<file path="config.mk">
export PLATFORM = sky130hd
export DESIGN_NAME = ifft_ram_ctrl
export DESIGN_NICKNAME = d
export VERILOG_FILES = /design/src/rtl/ifft_pkg.sv /design/src/rtl/ifft_bitrev.sv /design/src/rtl/ifft_ram_ctrl.sv
export SDC_FILE = /design/constraint.sdc
export NUM_CORES = 1
export LEC_CHECK = 0
export ABC_AREA = 1
export CAP_MARGIN = 20
export CORE_MARGIN = 2
export CORE_UTILIZATION = 30
export CTS_BUF_LIST = sky130_fd_sc_hd__clkbuf_4 sky130_fd_sc_hd__clkbuf_8 sky130_fd_sc_hd__clkbuf_16
export DETAILED_ROUTE_END_ITERATION = 12
export GPL_TIMING_DRIVEN = 0
export PLACE_DENSITY_LB_ADDON = 0.3
export SKIP_LAST_GASP = 1
export SYNTH_ARGS = -nofsm -noshare
export SYNTH_HDL_FRONTEND = slang
export SYNTH_SLANG_ARGS = --single-unit
</file>
<file path="constraint.sdc">
create_clock -name clk -period 2.95 [get_ports clk]
set_input_delay 0.59 -clock clk [delete_from_list [all_inputs] [get_ports clk]]
set_output_delay 0.59 -clock clk [all_outputs]
set_load 0.02 [all_outputs]
</file>
<file path="src/rtl/ifft_pkg.sv">
// Shared constants, state encoding and address bit-reversal for the 16-point IFFT datapath.
// Consumed by ifft_ram_ctrl, ifft_bitrev and the butterfly core.
package ifft_pkg;

  localparam int IFFT_ADDR_WIDTH = 4;
  localparam int IFFT_DEPTH      = 1 << IFFT_ADDR_WIDTH;

  typedef enum logic [1:0] {
    ST_IDLE   = 2'd0,
    ST_LOAD   = 2'd1,
    ST_PROC   = 2'd2,
    ST_UNLOAD = 2'd3
  } state_e;

  function automatic logic [IFFT_ADDR_WIDTH-1:0] bitrev(input logic [IFFT_ADDR_WIDTH-1:0] a);
    logic [IFFT_ADDR_WIDTH-1:0] r;
    for (int i = 0; i < IFFT_ADDR_WIDTH; i++) r[i] = a[IFFT_ADDR_WIDTH-1-i];
    return r;
  endfunction

endpackage

</file>
<file path="src/rtl/ifft_bitrev.sv">
// Combinational address bit-reverser; maps the linear unload count onto the
// in-place DIF result order. Instantiated only when IFFT_BITREV_UNLOAD_EN is defined.
module ifft_bitrev
  import ifft_pkg::*;
#(
  parameter int ADDR_WIDTH = IFFT_ADDR_WIDTH
) (
  input  logic [ADDR_WIDTH-1:0] addr_i,
  output logic [ADDR_WIDTH-1:0] addr_o
);

  for (genvar i = 0; i < ADDR_WIDTH; i++) begin : g_rev
    assign addr_o[i] = addr_i[ADDR_WIDTH-1-i];
  end

endmodule

</file>
<file path="src/rtl/ifft_ram_ctrl.sv">
// Frame sequencer and RAM port arbiter for the IFFT working RAM: load, process, unload.
// Define IFFT_BITREV_UNLOAD_EN to unload in bit-reversed address order.
module ifft_ram_ctrl
  import ifft_pkg::*;
#(
  parameter int DATA_WIDTH = 16,
  parameter int ADDR_WIDTH = IFFT_ADDR_WIDTH,
  parameter int DEPTH      = IFFT_DEPTH
) (
  input  logic                  clk,
  input  logic                  rst,
  input  logic                  in_valid,
  output logic                  in_ready,
  input  logic [DATA_WIDTH-1:0] in_data,
  output logic                  core_start,
  input  logic                  core_done,
  input  logic                  core_wr_en,
  input  logic [ADDR_WIDTH-1:0] core_wr_add,
  input  logic [ADDR_WIDTH-1:0] core_rd_add,
  output logic                  ram_wr_en,
  output logic [ADDR_WIDTH-1:0] ram_wr_add,
  output logic [ADDR_WIDTH-1:0] ram_rd_add,
  output logic [DATA_WIDTH-1:0] ram_wdata,
  input  logic [DATA_WIDTH-1:0] ram_rdata,
  output logic                  out_valid,
  input  logic                  out_ready,
  output logic [DATA_WIDTH-1:0] out_data,
  output logic                  frame_done,
  output logic                  busy
);

  localparam logic [ADDR_WIDTH-1:0] CNT_LAST = ADDR_WIDTH'(DEPTH - 1);

  state_e                state_q, state_d;
  logic [ADDR_WIDTH-1:0] cnt_q, cnt_d;
  logic                  core_start_q, core_start_d;
  logic                  frame_done_q, frame_done_d;
  logic [ADDR_WIDTH-1:0] unload_addr;
  logic                  load_fire;

`ifdef IFFT_BITREV_UNLOAD_EN
  ifft_bitrev #(.ADDR_WIDTH(ADDR_WIDTH)) u_bitrev (
    .addr_i (cnt_q),
    .addr_o (unload_addr)
  );
`else
  assign unload_addr = cnt_q;
`endif

  // in_ready is gated by rst so the upstream handshake is dead while reset is held.
  assign in_ready   = rst && ((state_q == ST_IDLE) || (state_q == ST_LOAD));
  assign load_fire  = in_ready && in_valid;
  assign busy       = (state_q != ST_IDLE);
  assign core_start = core_start_q;
  assign frame_done = frame_done_q;

  always_comb begin
    // NOTE: every output of this block gets a default first, so no path can infer a latch.
    state_d      = state_q;
    cnt_d        = cnt_q;
    core_start_d = 1'b0;
    frame_done_d = 1'b0;
    ram_wr_en    = 1'b0;
    ram_wr_add   = cnt_q;
    ram_rd_add   = '0;
    ram_wdata    = '0;
    out_valid    = 1'b0;
    out_data     = '0;

    unique case (state_q)
      ST_IDLE, ST_LOAD: begin
        if (load_fire) begin
          ram_wr_en = 1'b1;
          ram_wdata = in_data;
          cnt_d     = cnt_q + ADDR_WIDTH'(1);
          state_d   = ST_LOAD;
          if (cnt_q == CNT_LAST) begin
            state_d      = ST_PROC;
            core_start_d = 1'b1;
          end
        end
      end
      ST_PROC: begin
        ram_wr_en  = core_wr_en;
        ram_wr_add = core_wr_add;
        ram_rd_add = core_rd_add;
        if (core_done) begin
          state_d = ST_UNLOAD;
          cnt_d   = '0;
        end
      end
      ST_UNLOAD: begin
        ram_rd_add = unload_addr;
        out_valid  = 1'b1;
        out_data   = ram_rdata;
        if (out_ready) begin
          cnt_d = cnt_q + ADDR_WIDTH'(1);
          if (cnt_q == CNT_LAST) begin
            state_d      = ST_IDLE;
            frame_done_d = 1'b1;
            cnt_d        = '0;
          end
        end
      end
      default: state_d = ST_IDLE;
    endcase
  end

  // NOTE: state registers use non-blocking assignments and clear asynchronously; the RAM
  // contents are not reset, a frame is simply reloaded from address 0.
  always_ff @(posedge clk or negedge rst) begin
    if (!rst) begin
      state_q      <= ST_IDLE;
      cnt_q        <= '0;
      core_start_q <= 1'b0;
      frame_done_q <= 1'b0;
    end else begin
      state_q      <= state_d;
      cnt_q        <= cnt_d;
      core_start_q <= core_start_d;
      frame_done_q <= frame_done_d;
    end
  end

endmodule

</file>
==> results.py <==
metrics = {
    "detailed_routing": {
        "dr_total_vias": 1148,
        "ant_nets": 0,
        "drcViolationCount": 0,
        "drt_pass1_iterations": 4,
        "routed_wirelength_mm": 2.814,
        "wl_per_cell_microns": 10.38,
        "avgViaCountPerCell": 4.236,
        "drt_first_iter_violations": 28,
    },
    "synthesis": {
        "synth_top_family_by_area": "simple AND/OR/NAND/NOR gates",
        "netlist_area_sq_um": 845.8,
        "synth-compound-area-share_pct": 10.21,
        "synthAdderAreaFrac_pct": 1.479,
        "syn-num-nets": 193,
        "netlist.area_leader.share_pct": 23.67,
        "synth-simple-area-share_pct": 40.09,
        "synth-seq-cells": 8,
        "ys_types": 22,
        "yosysWarnings": 0,
        "synth_xor_area_share_pct": 1.036,
        "yosys.area.top_type": "dfrtp_1",
        "ys_seq_area_share_pct": 23.67,
        "postSynthAreaPerCell_sq_um": 5.793,
        "synthMuxAreaShare_pct": 0,
        "ys_top_cells_by_area": "dfrtp_1 24%, nor2_1 19%, inv_1 18%, nand3_1 5.3%, nand2_1 4.4%",
        "netlist_instances": 146,
    },
    "worst_setup_path": {
        "cp_top_family": "buffers and inverters",
        "cpPeakStageDelay_ns": 0.61,
        "worst_setup_path_end_kind": "primary output",
        "start_kind": "input port",
        "critPathMostFrequentCell": "clkdlybuf4s50_1",
        "worstSetupPathType": "in2out",
        "cpMaxStageDelayCell": "clkdlybuf4s50_1",
        "worst_ep_required_time_ns": 2.36,
        "worstPathCellList": "clkdlybuf4s50_1 -> nand2_2 -> buf_6 -> nor2_1 -> clkdlybuf4s50_1",
        "crit_arrival_ns": 2.16,
        "cp_max_fo": 10,
        "critPathBufInv": 3,
    },
    "timing": {
        "period_minus_slack_ns": 2.752,
        "finalSetupViolations": 0,
        "finalCritPeriodShare_pct": 93.29,
        "maxSlewHeadroom_pct": 78.49,
        "hold_viol_final": 0,
        "max_freq_mhz": 363.4,
        "tightest_slew_ns": 0.3227,
        "slew_violations": 0,
        "rsz0062_at_grt": "no",
        "finClkSkew_ns": 0.004032,
    },
    "floorplan": {
        "die_y_microns": 57.10,
        "num_rows": 19,
        "die_area_sq_mm": 0.003260,
        "io_pins": 92,
        "die-width_microns": 57.10,
        "start_util_pct": 31.21,
        "core_area_sq_mm": 0.002710,
    },
    "placed_design": {
        "hpwl_mm": 2.371,
        "place.gp.congestion": 0.7906,
        "place_inst": 268,
        "io_buffers": 91,
    },
    "outcome": {
        "status": "finished, final reports clean",
    },
    "power_and_ir_drop": {
        "p_sw_mw": 0.5481,
        "swShare_pct": 47.58,
        "p_int_mw": 0.6038,
        "p_leak_nw": 0.9105,
        "pwr-share-comb_pct": 78.4,
        "p_clk_share_pct": 7.3,
        "power_frac_seq_pct": 14.3,
        "irDropWorstVdd_v": 0.0005164,
        "powerDensity_mw_per_mm2": 635.3,
    },
    "final_layout": {
        "num-nets-final": 289,
        "post-route-util_pct": 66.90,
        "drive_above_1_share_pct": 7.500,
        "finalNonFillerCells": 271,
        "antennaDiodeCount": 0,
        "nFillCells": 243,
        "syn2layout_area_growth_pct": 114.3,
        "most-common-layout-cells": "90 x clkdlybuf4s50_1, 42 x nor2_1, 41 x inv_1",
        "mostFrequentLayoutCell": "clkdlybuf4s50_1",
    },
    "clock_tree": {
        "ctsLongestPathBuffers": 2,
        "htree_levels": 1,
        "hold_buffers": 0,
        "clk_pin_slew_ns": 0.06,
        "cts_buffers": 3,
        "cts_sinks": 8,
        "postCtsSetupRepairBufs": 0,
        "insertion_delay_ns": 0.25,
        "root_buffer": "clkbuf_4",
        "cts_tree": "yes",
    },
    "grt": {
        "grt_pass1_wl_mm": 4.395,
        "grtUsageTotal_pct": 16.89,
        "overflow": 0,
        "grt_max_degree": 12,
        "grt_pass1_vias": 1027,
        "antenna_found_initial": 0,
    },
    "min_path": {
        "worstHoldPathType": "in2async",
    },
    "job": {
        "maxCapViolCount": 0,
    },
}
-- state kept, by name, indices dropped and copies added, names as in the netlist --
signal,flops
cnt_q,4
core_start,1
frame_done,1
state_q,2
-- power groups by stage --
stage / Sequential, mW / Clock (mW) / Combinational [mW]
after floorplan: 0.162 / 0 / 0.514
after global placement: 0.166 / 0 / 0.903
after detailed placement: 0.166 / 0 / 0.909
after CTS: 0.165 / 0.0896 / 0.914
after global routing: 0.168 / 0.0964 / 0.977
final: 0.164 / 0.0840 / 0.903
-- metal layers --
| layer | vias to the layer above | global-route usage [%] | wire (microns) |
|---|---|---|---|
| met4 | 0 | 1.993 | 7 |
| li1 | 618 | - | - |
| met1 | 476 | 21.07 | 1253 |
| met5 | - | 0 | 0 |
| met2 | 52 | 27.91 | 1271 |
| met3 | 2 | 7.483 | 281 |
-- kinds of logic (layout without fill, tap and decap cells) --
group | Yosys count | in the layout
compound gates | 16 | 16
buf+inv | 48 | 142
simple gates | 72 | 72
xor+xnor | 1 | 1
flops | 8 | 8
fa+ha+maj | 1 | 1
-- timing repair --
action / in CTS / in global routing
gates cloned: 0 / 0
resized for setup: 2 / 1
endpoints found under the setup margin: 17 / 11
-- cell usage after synthesis --
master / number
nor2_1: 42
inv_1: 41
nand2_1: 10
nand3_1: 9
dfrtp_1: 8
a21oi_1: 7
o21ai_0: 6
buf_2: 3
nand4_1: 3
buf_6: 2
inv_2: 2
nand2_2: 2
nor3_1: 2
a21o_1: 1
a21oi_2: 1
ha_1: 1
nand2_4: 1
nand3b_4: 1
nor2_2: 1
nor2_8: 1
o21ai_1: 1
xnor2_1: 1
-- metrics by stage --
stage / TNS, ns / setup WS (ns) / hold WS, ns / total power [mW] / instance area, sq um
6_report: 0 / 0.1980 / 0.1962 / 1.152 / 1813
3_3_place_gp: -3.227 / -0.2589 / 0.5825 / 1.069 / 1795
5_1_grt: 0 / 0.09250 / 0.2070 / 1.242 / 1813
4_1_cts: 0 / 0.01436 / 0.3659 / 1.168 / 1818
2_1_floorplan: 0 / 0.9050 / 0.2944 / 0.6756 / 845.8
3_5_place_dp: -3.711 / -0.2902 / 0.5896 / 1.075 / 1795
-- cell type report --
class	count	area [sq um]	share of cell area, %
Multi-Input combinational cell	90	446.7	24.64
Sequential cell	8	200.2	11.04
Inverter	43	161.4	8.903
Buffer	5	37.54	2.070
Timing Repair Buffer	91	905.9	49.97
Clock buffer	3	22.52	1.242
Tap cell	31	38.79	2.139
-- final timing paths --
path,start,to,slack [ns],cells past startpoint
max,in_valid,ram_wdata[10],0.20,5
min,rst,cnt_q[0],0.20,1
max reg2reg,cnt_q[1],cnt_q[1],1.71,6
min reg2reg,cnt_q[3],cnt_q[3],0.59,3
max in group asynchronous,rst,core_start,2.54,1
min in group clk,cnt_q[3],cnt_q[3],0.59,3
Power figures use the tool's default switching activity.
